==> config.mk <==
export PLATFORM = sky130hd
export DESIGN_NAME = hit_count_display
export DESIGN_NICKNAME = d
export VERILOG_FILES = /design/src/rtl/seg7_pkg.sv /design/src/rtl/hex_to_seg7.sv /design/src/rtl/hit_count_display.sv
export SDC_FILE = /design/constraint.sdc
export NUM_CORES = 1
export LEC_CHECK = 0
export ABC_AREA = 1
export CAP_MARGIN = 25
export CORE_MARGIN = 2
export CORE_UTILIZATION = 26
export CTS_BUF_LIST = sky130_fd_sc_hd__clkbuf_8 sky130_fd_sc_hd__clkbuf_16
export DETAILED_ROUTE_END_ITERATION = 6
export MAX_ROUTING_LAYER = met4
export PLACE_DENSITY_LB_ADDON = 0.15
export SLEW_MARGIN = 20
export SYNTH_ARGS = -nofsm -noshare
export SYNTH_HDL_FRONTEND = slang
export SYNTH_HIERARCHICAL = 1
export SYNTH_SLANG_ARGS = --single-unit
==> constraint.sdc <==
create_clock -name clk -period 2.6 [get_ports clk]
set_input_delay 0.52 -clock clk [delete_from_list [all_inputs] [get_ports clk]]
set_output_delay 0.52 -clock clk [all_outputs]
set_load 0.1 [all_outputs]
==> src/rtl/seg7_pkg.sv <==
// seg7_pkg: 7-segment encodings {dp,g,f,e,d,c,b,a} shared by display stages
package seg7_pkg;
  typedef logic [7:0] seg7_t;
  localparam seg7_t SEG_BLANK = 8'h00;
  localparam int DP_BIT = 7;
  localparam seg7_t SEG_HEX [16] = '{
    8'h3F, 8'h06, 8'h5B, 8'h4F, 8'h66, 8'h6D, 8'h7D, 8'h07,
    8'h7F, 8'h6F, 8'h77, 8'h7C, 8'h39, 8'h5E, 8'h79, 8'h71
  };
endpackage

==> src/rtl/hex_to_seg7.sv <==
// hex_to_seg7: combinational hex digit to segment lookup; i_hex digit in, o_seg segments out (dp clear)
module hex_to_seg7 import seg7_pkg::*; (
  input  logic [3:0] i_hex,
  output seg7_t      o_seg
);
  assign o_seg = SEG_HEX[i_hex];
endmodule

==> src/rtl/hit_count_display.sv <==
// hit_count_display: counts hit rising edges mod 16, shows hex digit with dp flash; ports clk, rst_n, ena, hit, clear -> seg_out, count, ovf
module hit_count_display import seg7_pkg::*; #(
  parameter int FLASH_CYCLES   = 16,
  parameter bit ACTIVE_LOW_SEG = 1'b0
) (
  input  logic       clk,
  input  logic       rst_n,
  input  logic       ena,
  input  logic       hit,
  input  logic       clear,
  output logic [7:0] seg_out,
  output logic [3:0] count,
  output logic       ovf
);
  if (FLASH_CYCLES < 1 || FLASH_CYCLES > 65535) begin : g_bad_flash
    $error("FLASH_CYCLES must be in 1..65535");
  end
  localparam logic [15:0] FLASH    = 16'(FLASH_CYCLES);
  localparam seg7_t       SEG_IDLE = ACTIVE_LOW_SEG ? ~SEG_BLANK : SEG_BLANK;
  logic        r_hit_q;
  logic [3:0]  r_count;
  logic [15:0] r_timer;
  logic        r_ovf;
  seg7_t       r_seg;
  logic        w_rise;
  seg7_t       w_digit;
  seg7_t       w_seg;
  hex_to_seg7 u_hex (.i_hex(r_count), .o_seg(w_digit));
  assign w_rise = hit & ~r_hit_q;
  // Segments are built from the registered count/timer, so the display trails the count by one edge.
  always_comb begin
    w_seg = w_digit;
    w_seg[DP_BIT] = |r_timer;
    w_seg = ena ? w_seg : SEG_BLANK;
    w_seg = ACTIVE_LOW_SEG ? ~w_seg : w_seg;
  end
  always_ff @(posedge clk or negedge rst_n) begin
    if (!rst_n) begin
      r_hit_q <= 1'b0;
      r_count <= '0;
      r_timer <= '0;
      r_ovf   <= 1'b0;
      r_seg   <= SEG_IDLE;
    end else begin
      r_seg <= w_seg;
      if (ena) begin
        r_hit_q <= hit;
        if (clear) begin
          r_count <= '0;
          r_timer <= '0;
          r_ovf   <= 1'b0;
        end else if (w_rise) begin
          r_count <= r_count + 4'd1;
          r_timer <= FLASH;
          r_ovf   <= r_ovf | (&r_count);
        end else if (|r_timer) begin
          r_timer <= r_timer - 16'd1;
        end
      end
    end
  end
  assign seg_out = r_seg;
  assign count   = r_count;
  assign ovf     = r_ovf;
endmodule

Word level (Yosys, flattened, before mapping):

Memory sizes are Yosys's and may differ from the RTL's.
Cells that the tools add are included.

* bits in registers: 30
* memory bits (read-only): 128
* bits of input ports: 5
* logic and storage cells: 29
* memories kept: 1

* $add $sub $neg: 2
* order comparisons: 1
* mux-type cells: 10
* bitwise gates (word level): 4
* reductions and logical operators: 6

Memory list
* (name not given): depth 16, width 8, rd ports 1, clocked after memory_dff 0, wr ports 0, RTL line hex_to_seg7.sv:6 `assign o_seg = SEG_HEX[i_hex];`

Operators by type and width (number)
* 2-to-1 mux 16 bit: 3
* OR reduction 16 bit: 1
* subtractor 16 x 1 -> 16 bit (second input constant): 1
* 2-to-1 mux 7 bit: 2
* 2-to-1 mux 4 bit: 2
* 2-to-1 mux 8 bit: 1
* greater-or-equal comparator 5 bit (second input constant): 1
* inverter 4 -> 5 bit: 1
* adder 4 x 1 -> 4 bit (second input constant): 1
* AND reduction 2 bit: 2
* AND reduction 4 bit: 1
* nonzero test 3 bit: 1
* 2-to-1 mux 1 bit: 2
* nonzero test 2 bit: 1
* AND 1 bit: 1
* inverter 1 bit: 1
* bitwise OR 1 bit: 1

Longest topological paths before layout:

* word-level depth: 5
* gate-level depth with buffers: 11
* depth with buffers taken out: 11

Modules after synthesis:

The synthesis kept the hierarchy.

Modules (own cells, without submodules)
* hit_count_display: times used 1, cells an instance 204, area an instance 1596.5 um^2
* hex_to_seg7: times used 1, cells an instance 54, area an instance 281.5 um^2

Least setup slack after synthesis:

OpenSTA, ideal clock, no wires.

* kind: reg2reg
* start point: register r_count[0], in the netlist count[0]
* end point: register r_seg[3], in the netlist seg_out[3]
* library setup time: 0.114 ns
* arrival: 1.964 ns
* slack: 0.522 ns
* cell stages (with the launch flop): 9
* path buffers: 0
* clock period less this slack: 2.078 ns
* cell sequence: dfrtp_1 inv_1 ha_1 nand2_1 o21ai_0 nand2_1 nand2_1 nand2_1 inv_1

* word-level cells in the longest chain between the ends: 5

RTL lines
* from (decl): RTL line hit_count_display.sv:21 `logic [3:0] r_count;`
* from (signal assigned): RTL line hit_count_display.sv:53 `r_count <= r_count + 4'd1;`
* inverter 4 -> 5 bit (implied by the code): RTL line hex_to_seg7.sv:6
* memory read (16 x 8 bit)
* 2-to-1 mux 7 bit (implied by the code) (2 in series): RTL line hex_to_seg7.sv:6
* named net w_digit[3]: RTL line hit_count_display.sv:26 `seg7_t w_digit;`
* 2-to-1 mux 8 bit: RTL line hit_count_display.sv:34 `w_seg = ena ? w_seg : SEG_BLANK;`
* named net w_seg[3]: RTL line hit_count_display.sv:27 `seg7_t w_seg;`
* to (signal assigned): RTL line hit_count_display.sv:45 `r_seg <= w_seg;`
* to (decl): RTL line hit_count_display.sv:24 `seg7_t r_seg;`

The timed path passes the listed nets, and every way through them passes these cells. The select of a mux whose other input is x is not followed.
A chain may end at the register's enable or synchronous reset.

Worst setup path in the final report:

* start point: input port clear
* end point: register r_count[3], in the netlist count[3]

* word-level cells in the longest chain between the ends: 2
* elaborated cells on any way between the ends: 3
* classes of those cells: mux (1); reduce/logical (2)

RTL lines
* from (decl): RTL line hit_count_display.sv:10 `input logic clear,`
* nonzero test 2 bit (no source line)
* AND reduction 2 bit (no source line)

Several ways; a longest one is shown, not always the timed one.

==> out/results.txt <==
mapped cell area: 1870 µm²
layout cells sized above 1: 15.0%
Finished Cell Area: 2230 µm²
DRC: 0
Reg2Reg Depth: 11
Clk pwr share: 17.3%
placer's final routability congestion estimate: 0.785
R2R Setup Slk: 870 ps
cell count after synthesis: 256
crit share post-route: 68.8%
Die ar.: 7870 µm²
drt via density: 4.11
Worst path max stage delay: 460 ps
worst hold margin: 539 ps
num ports: 18
crit start category: input pin
TNS Setup: 0 ps
via count: 1545
HP Class: register to register
synthesized area per cell: 7.29 µm²
Die X: 88.7 µm
Cell Pwr Density: 1150 nW/µm²
RR Endpoint: r_timer[2]$_DFFE_PN0P_
worst-margin pin slew: 426 ps
Net Sw Frac: 50.7%
initial antenna violation count: 0
H-tree depth: 2
Worst Skew: 4.27 ps
CP max stage cell: clkdlybuf4s50_1
Root Buffer: clkbuf_8
Clock Latency Late Sink: 280 ps
final net count: 293
Final Hold Fails: 0
Core Region: 6870 µm²
internal power: 1260 µW
First-pass DRT Iterations: 5
vias in the first global route: 1566
DR iter-0 viols: 73
CTS Buf Count: 5
total gr overflow: 0
Seq pwr share: 28.1%
Warnings, synthesis: 6
row count: 30
Wirelength per Cell: 10.8 µm
global-route wire length before repair: 7340 µm
hold depth: 2
post-CTS setup buffers: 0
status: finished, final reports clean
die height: 88.7 µm
WS Path Type: input pin to register
CTS Buffer Depth: 2
Slew Limit Headroom: 71.6%
Leakage: 0.00117 µW
RSZ-0062 raised after global routing: no
initial core utilization: 27.2%
Net Sw Power: 1290 µW
fmax: 0.559 GHz
Slew Limit Fails: 0
Worst EP arrival: 2010 ps
Clk pin slew, worst setup/hold paths: 60 ps
diodes inserted: 0
max-cap check violation count: 0
post-synthesis net count: 270
Total Power: 2550 µW
ANT nets after route: 0
CP endpoint kind: register
hold-fix buffers at CTS: 0
Hold Path Sink: ovf$_DFFE_PN0P_
Hold Crit Start: ovf$_DFFE_PN0P_
DP Area: 2120 µm²
maximum fanout along the worst path: 12
CTS resizes: 0
WP data required: 2820 ps
combinational fraction of design power: 54.6%
critical-path cell list: clkdlybuf4s50_1 -> inv_1 -> nand2_2 -> nand2_2 -> inv_2 -> a22oi_1 -> o21a_1
Port Buffers: 17
clock sink total: 30
Setup-failing EPs final: 0
Synth-to-Final Area Change: 19.3%
largest net degree at the start of global routing: 31
CTS tree: done
Most common cell on crit path: nand2_2
Total Routed Length: 4060 µm
Peak VDD IR: 0.394 mV
hpwl dp: 3050 µm
post-layout min period: 1790 ps
overall routing resource usage: 12.5%
worst r2r src: r_timer[0]$_DFFE_PN0P_
-- worst max-delay path by stage --
stage / start / end / slack, ps / cells past startpoint
floorplan: count[0]$_DFFE_PN0P_ / seg_out[3]$_DFF_PN0_ / 520 / 8
global placement: clear / count[3]$_DFFE_PN0P_ / 570 / 7
detailed placement: clear / count[3]$_DFFE_PN0P_ / 520 / 7
CTS: count[3]$_DFFE_PN0P_ / count[3] / 810 / 1
global route: clear / count[3]$_DFFE_PN0P_ / 660 / 7
finish: clear / count[3]$_DFFE_PN0P_ / 810 / 7
-- cells in the final DEF, fill, tap and decap left out, types with 2 or more instances in the layout --
| cell | instances |
|---|---|
| o21ai_2 | 2 |
| nand2_8 | 2 |
| clkdlybuf4s50_1 | 4 |
| nor2_2 | 2 |
| nand3_1 | 18 |
| o21a_1 | 2 |
| inv_1 | 36 |
| xor2_1 | 2 |
| nand2_1 | 82 |
| nand3_2 | 2 |
| o21ai_0 | 11 |
| buf_4 | 15 |
| nand2_2 | 4 |
| clkbuf_8 | 8 |
| dfrtp_1 | 30 |
| inv_2 | 2 |
| nor2_1 | 32 |
| nor2_4 | 2 |
| ha_1 | 9 |
| nor3_1 | 2 |
| a21oi_1 | 6 |
-- power groups by stage --
stage	registers (µW)	logic (µW)	clock network (µW)
final	718	1390	443
after global routing	746	1580	485
after CTS	721	1400	461
after detailed placement	728	1400	0
after global placement	732	1420	0
after floorplan	1010	822	0
-- routing by layer --
layer | global-route usage (%) | part of all wire (%) | wire [µm] | vias to the layer above
met2 | 17.7 | 39 | 1590 | 25
li1 | - | - | - | 829
met1 | 17.2 | 55 | 2240 | 685
met4 | 4.55 | 1.8 | 72 | 0
met3 | 2.89 | 3.8 | 156 | 6
met5 | - | 0 | 0 | -
-- area by class of cell --
cell class | instances | area (µm²)
sequential | 30 | 751
tap | 96 | 120
fill | 759 | 4640
inverter | 39 | 151
timing repair buffer | 19 | 153
clock buffer | 8 | 110
multi-input combinational | 184 | 942
-- critical path: cells and delay by family --
kind | cells | cell delay [ps]
AOI/OAI and AO/OA | 2 | 330
and+or+nand+nor | 2 | 360
buffers and inverters | 3 | 790
-- through the flow --
stage	cells	util, %	worst slack [ps]
finish	376	32.4	812
global route	376	32.4	663
CTS	376	32.4	815
detailed placement	368	30.8	522
global placement	368	30.8	572
floorplan	256	-	522
-- sequential cells by signal (all words and copies together) (netlist names) --
signal,flops
ovf,1
seg_out,8
count,4
r_hit_q,1
r_timer,16
No activity file was read; power rests on OpenSTA's default activity.
